[src/rtl/kavach_adc_sequencer_if.sv]
`default_nettype none
// ============================================================================
//  kavach_adc_sequencer_if : ADC start/done handshake plus VDD/IDD sample bus
//  Revision: 1.0
// ============================================================================
interface kavach_adc_sequencer_if #(
  parameter int ADC_WIDTH = 12
);
  logic                 adc_start;
  logic                 adc_chan;
  logic                 adc_done;
  logic [ADC_WIDTH-1:0] adc_data;
  logic [ADC_WIDTH-1:0] vdd_sample;
  logic [ADC_WIDTH-1:0] idd_sample;
  logic                 sample_valid;

  modport master (
    output adc_start, adc_chan, vdd_sample, idd_sample, sample_valid,
    input  adc_done, adc_data
  );

  modport slave (
    input  adc_start, adc_chan, vdd_sample, idd_sample, sample_valid,
    output adc_done, adc_data
  );
endinterface
`default_nettype wire

[src/rtl/kavach_adc_sequencer.sv]
`default_nettype none
// ============================================================================
//  kavach_adc_sequencer : paces the ADC through VDD then IDD conversions per
//  tick and publishes the pair; KAVACH_ADC_OVS_EN enables oversampling.
//  Revision: 1.0
// ============================================================================
module kavach_adc_sequencer #(
  parameter int          ADC_WIDTH    = 12,
  parameter logic [15:0] RATE_DIV     = 16'd100,
  parameter logic [7:0]  CONV_TIMEOUT = 8'd64
`ifdef KAVACH_ADC_OVS_EN
  , parameter int        OVS_LOG2     = 2
`endif
) (
  input  wire logic              clk,
  input  wire logic              rst,
  input  wire logic              enable,
  kavach_adc_sequencer_if.master adc_if,
  output logic                   seq_busy,
  output logic                   timeout_err,
  input  wire logic              timeout_clr,
  output logic [7:0]             overrun_cnt,
  output logic [15:0]            pair_cnt
);

  typedef enum logic [2:0] {
    S_IDLE      = 3'd0,
    S_WAIT_TICK = 3'd1,
    S_START_V   = 3'd2,
    S_CONV_V    = 3'd3,
    S_START_I   = 3'd4,
    S_CONV_I    = 3'd5,
    S_PUBLISH   = 3'd6
  } state_t;

  localparam logic [15:0] c_RATE_RELOAD = RATE_DIV - 16'd1;
  localparam logic [7:0]  c_TMO_LAST    = CONV_TIMEOUT - 8'd1;

  state_t               r_state;
  state_t               w_state_nxt;
  logic [15:0]          r_rate_cnt;
  logic [7:0]           r_tmo_cnt;
  logic [ADC_WIDTH-1:0] r_vdd_cap;
  logic [ADC_WIDTH-1:0] r_vdd_sample;
  logic [ADC_WIDTH-1:0] r_idd_sample;
  logic                 r_sample_valid;
  logic                 r_timeout_err;
  logic [7:0]           r_overrun_cnt;
  logic [15:0]          r_pair_cnt;

  logic                 w_tick;
  logic                 w_conv;
  logic                 w_done;
  logic                 w_tmo_expire;
  logic                 w_last_round;
  logic [ADC_WIDTH-1:0] w_result;
  logic                 w_adc_start;
  logic                 w_adc_chan;
  logic                 w_busy;

  assign w_tick       = (r_state != S_IDLE) && (r_rate_cnt == 16'd0);
  assign w_conv       = (r_state == S_CONV_V) || (r_state == S_CONV_I);
  assign w_done       = w_conv && adc_if.adc_done;
  assign w_tmo_expire = w_conv && !adc_if.adc_done && (r_tmo_cnt == c_TMO_LAST);

`ifdef KAVACH_ADC_OVS_EN
  localparam int                c_ACC_W      = ADC_WIDTH + OVS_LOG2;
  localparam logic [OVS_LOG2:0] c_LAST_ROUND = (OVS_LOG2 + 1)'((1 << OVS_LOG2) - 1);

  logic [OVS_LOG2:0] r_round;
  logic [c_ACC_W-1:0] r_accum;
  logic [c_ACC_W-1:0] w_accum_sum;

  assign w_accum_sum  = r_accum + c_ACC_W'(adc_if.adc_data);
  assign w_last_round = (r_round == c_LAST_ROUND);
  assign w_result     = ADC_WIDTH'(w_accum_sum >> OVS_LOG2);

  // Accumulator restarts at zero for each channel and after any abort
  always_ff @(posedge clk) begin
    if (rst) begin
      r_round <= '0;
      r_accum <= '0;
    end else if (w_done && !w_last_round) begin
      r_round <= r_round + 1'b1;
      r_accum <= w_accum_sum;
    end else if (w_done || w_tmo_expire) begin
      r_round <= '0;
      r_accum <= '0;
    end
  end
`else
  assign w_last_round = 1'b1;
  assign w_result     = adc_if.adc_data;
`endif

  always_comb begin
    w_state_nxt = r_state;
    w_adc_start = 1'b0;
    w_adc_chan  = 1'b0;
    w_busy      = 1'b1;
    case (r_state)
      S_IDLE: begin
        w_busy = 1'b0;
        if (enable) w_state_nxt = S_WAIT_TICK;
      end
      S_WAIT_TICK: begin
        w_busy = 1'b0;
        if (!enable)     w_state_nxt = S_IDLE;
        else if (w_tick) w_state_nxt = S_START_V;
      end
      S_START_V: begin
        w_adc_start = 1'b1;
        w_state_nxt = S_CONV_V;
      end
      S_CONV_V: begin
        if (adc_if.adc_done) w_state_nxt = w_last_round ? S_START_I : S_START_V;
        else if (w_tmo_expire) w_state_nxt = S_WAIT_TICK;
      end
      S_START_I: begin
        w_adc_start = 1'b1;
        w_adc_chan  = 1'b1;
        w_state_nxt = S_CONV_I;
      end
      S_CONV_I: begin
        w_adc_chan = 1'b1;
        if (adc_if.adc_done) w_state_nxt = w_last_round ? S_PUBLISH : S_START_I;
        else if (w_tmo_expire) w_state_nxt = S_WAIT_TICK;
      end
      S_PUBLISH: begin
        w_state_nxt = enable ? S_WAIT_TICK : S_IDLE;
      end
      default: w_state_nxt = S_IDLE;
    endcase
  end

  always_ff @(posedge clk) begin
    if (rst) begin
      r_state        <= S_IDLE;
      r_rate_cnt     <= 16'd0;
      r_tmo_cnt      <= 8'd0;
      r_vdd_cap      <= '0;
      r_vdd_sample   <= '0;
      r_idd_sample   <= '0;
      r_sample_valid <= 1'b0;
      r_timeout_err  <= 1'b0;
      r_overrun_cnt  <= 8'd0;
      r_pair_cnt     <= 16'd0;
    end else begin
      r_state        <= w_state_nxt;
      r_sample_valid <= 1'b0;

      if (r_state == S_IDLE) begin
        if (enable) r_rate_cnt <= c_RATE_RELOAD;
      end else if (w_tick) begin
        r_rate_cnt <= c_RATE_RELOAD;
      end else begin
        r_rate_cnt <= r_rate_cnt - 16'd1;
      end

      if (w_tick && w_busy && (r_overrun_cnt != 8'hFF))
        r_overrun_cnt <= r_overrun_cnt + 8'd1;

      if (w_adc_start)                     r_tmo_cnt <= 8'd0;
      else if (w_conv && !adc_if.adc_done) r_tmo_cnt <= r_tmo_cnt + 8'd1;

      if (w_tmo_expire)     r_timeout_err <= 1'b1;
      else if (timeout_clr) r_timeout_err <= 1'b0;

      if (w_done && w_last_round && (r_state == S_CONV_V))
        r_vdd_cap <= w_result;

      // Outputs are loaded on the final IDD done so they appear with the PUBLISH cycle
      if (w_done && w_last_round && (r_state == S_CONV_I)) begin
        r_vdd_sample   <= r_vdd_cap;
        r_idd_sample   <= w_result;
        r_sample_valid <= 1'b1;
        r_pair_cnt     <= r_pair_cnt + 16'd1;
      end
    end
  end

  assign adc_if.adc_start    = w_adc_start;
  assign adc_if.adc_chan     = w_adc_chan;
  assign adc_if.vdd_sample   = r_vdd_sample;
  assign adc_if.idd_sample   = r_idd_sample;
  assign adc_if.sample_valid = r_sample_valid;
  assign seq_busy            = w_busy;
  assign timeout_err         = r_timeout_err;
  assign overrun_cnt         = r_overrun_cnt;
  assign pair_cnt            = r_pair_cnt;

endmodule
`default_nettype wire

[src/flat_wrapper.sv]
// flat-port wrapper written by rule: the top's interface ports become plain ports
module kavach_adc_sequencer_flat 
#(
  parameter int          ADC_WIDTH    = 12,
  parameter logic [15:0] RATE_DIV     = 16'd100,
  parameter logic [7:0]  CONV_TIMEOUT = 8'd64

)
  (clk, rst, enable, seq_busy, timeout_err, timeout_clr, overrun_cnt, pair_cnt, adc_if_adc_start, adc_if_adc_chan, adc_if_vdd_sample, adc_if_idd_sample, adc_if_sample_valid, adc_if_adc_done, adc_if_adc_data);
  kavach_adc_sequencer_if #(.ADC_WIDTH(ADC_WIDTH)) adc_if_i ();
  input  wire logic clk;
  input  wire logic rst;
  input  wire logic enable;
  output logic seq_busy;
  output logic timeout_err;
  input  wire logic timeout_clr;
  output logic [7:0] overrun_cnt;
  output logic [15:0] pair_cnt;
  output wire logic [$bits(adc_if_i.adc_start)-1:0] adc_if_adc_start;
  output wire logic [$bits(adc_if_i.adc_chan)-1:0] adc_if_adc_chan;
  output wire logic [$bits(adc_if_i.vdd_sample)-1:0] adc_if_vdd_sample;
  output wire logic [$bits(adc_if_i.idd_sample)-1:0] adc_if_idd_sample;
  output wire logic [$bits(adc_if_i.sample_valid)-1:0] adc_if_sample_valid;
  input wire logic [$bits(adc_if_i.adc_done)-1:0] adc_if_adc_done;
  input wire logic [$bits(adc_if_i.adc_data)-1:0] adc_if_adc_data;
  assign adc_if_adc_start = adc_if_i.adc_start;
  assign adc_if_adc_chan = adc_if_i.adc_chan;
  assign adc_if_vdd_sample = adc_if_i.vdd_sample;
  assign adc_if_idd_sample = adc_if_i.idd_sample;
  assign adc_if_sample_valid = adc_if_i.sample_valid;
  assign adc_if_i.adc_done = adc_if_adc_done;
  assign adc_if_i.adc_data = adc_if_adc_data;
  kavach_adc_sequencer #(.ADC_WIDTH(ADC_WIDTH), .RATE_DIV(RATE_DIV), .CONV_TIMEOUT(CONV_TIMEOUT)) u_core (.clk(clk), .rst(rst), .enable(enable), .adc_if(adc_if_i), .seq_busy(seq_busy), .timeout_err(timeout_err), .timeout_clr(timeout_clr), .overrun_cnt(overrun_cnt), .pair_cnt(pair_cnt));
endmodule
[config.mk]
export PLATFORM = sky130hd
export DESIGN_NAME = kavach_adc_sequencer_flat
export DESIGN_NICKNAME = d
export VERILOG_FILES = /design/src/rtl/kavach_adc_sequencer_if.sv /design/src/rtl/kavach_adc_sequencer.sv /design/src/flat_wrapper.sv
export SDC_FILE = /design/constraint.sdc
export NUM_CORES = 1
export LEC_CHECK = 0
export CORE_MARGIN = 5
export CORE_UTILIZATION = 30
export CTS_CLUSTER_SIZE = 16
export DETAILED_ROUTE_END_ITERATION = 8
export HOLD_SLACK_MARGIN = 0.03
export PLACE_DENSITY_LB_ADDON = 0.2
export SETUP_SLACK_MARGIN = 0.1
export SYNTH_ARGS = -nofsm -noshare
export SYNTH_HDL_FRONTEND = slang
export SYNTH_SLANG_ARGS = --single-unit
[constraint.sdc]
create_clock -name clk -period 2.7 [get_ports clk]
set_input_delay 0.675 -clock clk [delete_from_list [all_inputs] [get_ports clk]]
set_output_delay 0.675 -clock clk [all_outputs]
set_load 0.02 [all_outputs]
==> insert_results.sql <==
INSERT INTO impl_metrics (metric_group, metric, value, unit) VALUES
('worst_setup_path', 'critical_path.slowest_cell', 'sky130_fd_sc_hd__clkdlybuf4s50_1', ''),
('sta', 'hold_violations', '0', ''),
('clocking', 'cts_max_path_buffers', '2', ''),
('clocking', 'ctsRootBufferMaster', 'sky130_fd_sc_hd__clkbuf_16', ''),
('sta', 'period_minus_slack', '2.48', 'ns'),
('route', 'routedWlPerCell', '13.3', 'um'),
('grt', 'grt.overflow.total', '0', ''),
('sta', 'setup_total_negative_slack', '0', 'ns'),
('worst_setup_path', 'path_cells', 'nor2_2 > inv_1 > clkdlybuf4s50_1', ''),
('die', 'core_region_area', '0.0126', 'mm^2'),
('synth', 'synth.most_common_cell', 'sky130_fd_sc_hd__nand2_1', ''),
('sta', 'achievable-frequency', '404', 'MHz'),
('job', 'max-cap-violations', '0', ''),
('sta', 'clock-skew-final', '0.0109', 'ns'),
('synth', 'ys_async_sr_fraction', '0', '%'),
('finish', 'final_nets', '552', ''),
('clocking', 'cts_tree', 'yes', ''),
('worst_setup_path', 'worst_setup_path_start_kind', 'register', ''),
('finish', 'post_route_cells_drive_above_1_share', '7.85', '%'),
('die', 'io_pins', '70', ''),
('synth', 'synth.net_count', '485', ''),
('synth', 'synth_sequential_area_ratio', '46.6', '%'),
('power', 'sequentialPowerShare', '46.7', '%'),
('die', 'initial_cell_density_of_the_core', '30.5', '%'),
('power', 'internal_power', '2.18', 'mW'),
('clocking', 'insertion_delay', '0.35', 'ns'),
('route', 'detailroute.wirelength.met3', '307', 'um'),
('synth', 'postSynthRegisterBits', '89', ''),
('worst_setup_path', 'setup.worst_path.end_class', 'output port', ''),
('sta', 'maxSlewViolCount', '0', ''),
('placed_design', 'hpwlAfterDp', '6670', 'um'),
('synth', 'yosys_warning_count', '0', ''),
('sta', 'finalCritPeriodShare', '91.8', '%'),
('finish', 'syn_to_final_growth', '31.0', '%'),
('route', 'ant_nets', '0', ''),
('route', 'postRouteWirelength', '9370', 'um'),
('die', 'die_x', '123', 'um'),
('status', 'outcome', 'finished clean', ''),
('route', 'met1_length', '4610', 'um'),
('route', 'dr.first_iter.drc_count', '229', ''),
('worst_setup_path', 'crit_required', '2.03', 'ns'),
('die', 'die_height', '123', 'um'),
('synth', 'post_synth_main_area_contributors', 'sky130_fd_sc_hd__dfxtp_1, sky130_fd_sc_hd__nand2_1, sky130_fd_sc_hd__a21oi_1', ''),
('power', 'pwr-share-comb', '12.9', '%'),
('synth', 'synthesis.area_per_instance', '8.27', 'um^2'),
('route', 'drt-pass1-iter-count', '4', ''),
('synth', 'synthCells', '463', ''),
('worst_setup_path', 'worst_path_dominant_cell_family', 'buffers and inverters', ''),
('power', 'leakagePower', '1.77', 'nW'),
('power', 'worst_ir_drop_vdd', '0.265', 'mV'),
('synth', 'synth_enable_flop_cells', '0', ''),
('route', 'vias_per_cell', '4.77', ''),
('route', 'via_count', '3375', ''),
('worst_setup_path', 'critPathMaxFanout', '10', ''),
('power', 'switchingPower', '875', 'uW'),
('synth', 'yosysUniqueCellTypes', '50', ''),
('clocking', 'cts.reportedPaths.clkPinSlew', '0.08', 'ns'),
('synth', 'area_share_of_the_largest_cell_type_after_synthesis', '46.6', '%'),
('synth', 'synth-main-ff-cell', 'sky130_fd_sc_hd__dfxtp_1', ''),
('die', 'die-area', '0.0151', 'mm^2'),
('sta', 'worst_slew_margin_rel', '61.8', '%'),
('route', 'top_layer_used', 'met4', ''),
('worst_setup_path', 'slowest_delay', '0.57', 'ns'),
('power', 'p_clk_share', '40.3', '%'),
('route', 'met2_wirelength', '4270', 'um'),
('worst_setup_path', 'cp_num_buf_inv', '2', ''),
('power', 'cellPowerDensity', '610', 'mW/mm^2'),
('grt', 'gr-usage-all-layers', '12.5', '%'),
('finish', 'diodes', '0', ''),
('worst_setup_path', 'crit_type', 'register to output port', ''),
('clocking', 'cts_max_level', '3', '');
==> per-stage QoR <==
stage	setup slack (ns)	total power, mW	cell area, um^2	util [%]	std cells
6_report	0.222	3.06	5010	39.9	707
2_1_floorplan	0.689	1.73	3830	-	463
4_1_cts	0.103	3.10	5010	39.9	707
5_1_grt	0.0770	3.20	5010	39.9	707
3_3_place_gp	0.195	1.84	4720	37.5	691
3_5_place_dp	0.178	1.85	4720	37.5	691
==> final timing paths <==
| kind | start | to | slack, ns | cells after the start |
|---|---|---|---|---|
| setup reg to reg | u_core.r_rate_cnt[0] | u_core.r_rate_cnt[14] | 0.61 | 7 |
| hold / removal | u_core.r_vdd_cap[2] | u_core.adc_if.vdd_sample[2] | 0.44 | 2 |
| setup / recovery | u_core.r_state[2] | seq_busy | 0.22 | 3 |
| hold reg to reg | u_core.r_vdd_cap[2] | u_core.adc_if.vdd_sample[2] | 0.44 | 2 |
==> tightest hold or removal path: cells and delay by family, from the launching register on <==
family	cells	cell delay, ns
compound gates	1	0.05
flops	1	0.31
simple gates	1	0.05
==> logic make-up after synthesis <==
family | synth area share (%)
and+or+nand+nor | 29.3
DFF | 46.6
AOI/OAI and AO/OA | 11.9
buffers and inverters | 3.47
xor gates and xnor gates | 6.41
adders and majority gates | 1.63
muxes | 0.785
==> metal layers <==
| metal | vias to the layer above | GRT usage [%] |
|---|---|---|
| met5 | - | 0 |
| met4 | 0 | 6.16 |
| met3 | 14 | 2.15 |
| met2 | 62 | 18.8 |
| met1 | 1567 | 17.4 |
| li1 | 1732 | - |
==> registers in the layout, summed over array words and instances (netlist names) <==
signal / flops
u_core.r_rate_cnt: 16
u_core.timeout_err: 1
u_core.r_vdd_cap: 12
u_core.r_tmo_cnt: 8
u_core.adc_if.vdd_sample: 12
u_core.overrun_cnt: 8
u_core.pair_cnt: 16
u_core.r_state: 3
u_core.adc_if.idd_sample: 12
u_core.adc_if.sample_valid: 1
==> area by class of cell <==
| cell class | instances | area, um^2 |
|---|---|---|
| Multi-Input combinational cell | 341 | 1910 |
| Timing Repair Buffer | 81 | 776 |
| Clock inverter | 7 | 70.1 |
| Fill cell | 1276 | 7550 |
| Tap cell | 172 | 215 |
| Sequential cell | 89 | 1780 |
| Clock buffer | 9 | 225 |
| Inverter | 8 | 30.0 |
==> cell usage in the layout, fill, tap and decap left out, types with 2 or more instances in the layout <==
cell type / instances
sky130_fd_sc_hd__nand2_1: 95
sky130_fd_sc_hd__dfxtp_1: 87
sky130_fd_sc_hd__clkdlybuf4s50_1: 68
sky130_fd_sc_hd__nor2_1: 47
sky130_fd_sc_hd__a21oi_1: 46
sky130_fd_sc_hd__xor2_1: 19
sky130_fd_sc_hd__nand3_1: 13
sky130_fd_sc_hd__buf_4: 12
sky130_fd_sc_hd__nor3_1: 11
sky130_fd_sc_hd__nor4_1: 10
sky130_fd_sc_hd__xnor2_1: 9
sky130_fd_sc_hd__nand4_1: 9
sky130_fd_sc_hd__clkbuf_16: 9
sky130_fd_sc_hd__inv_1: 8
sky130_fd_sc_hd__and3_1: 6
sky130_fd_sc_hd__and2_1: 6
sky130_fd_sc_hd__a31oi_1: 6
sky130_fd_sc_hd__nand2b_1: 5
sky130_fd_sc_hd__ha_1: 5
sky130_fd_sc_hd__o21ai_0: 4
sky130_fd_sc_hd__and4_1: 4
sky130_fd_sc_hd__nor4_2: 3
sky130_fd_sc_hd__a211oi_1: 3
sky130_fd_sc_hd__nand4b_1: 3
sky130_fd_sc_hd__mux2i_1: 3
sky130_fd_sc_hd__a21o_1: 3
sky130_fd_sc_hd__inv_6: 3
sky130_fd_sc_hd__nor2b_1: 2
sky130_fd_sc_hd__nor4b_1: 2
sky130_fd_sc_hd__a221oi_1: 2
sky130_fd_sc_hd__o21a_1: 2
sky130_fd_sc_hd__or4_4: 2
sky130_fd_sc_hd__o22ai_1: 2
sky130_fd_sc_hd__o211ai_1: 2
sky130_fd_sc_hd__dfxtp_2: 2
==> timing repair <==
item                       CTS  global route
gates resized for setup      1             1
setup endpoints to repair    1             2
hold buffers                 0             0
==> power groups by stage <==
stage	clock network (mW)	registers [mW]	logic, mW
floorplan	0	1.43	0.297
global placement	0	1.45	0.388
detailed placement	0	1.46	0.394
CTS	1.27	1.43	0.395
global route	1.32	1.44	0.440
finish	1.23	1.43	0.395
No activity file was read; power rests on OpenSTA's default activity.
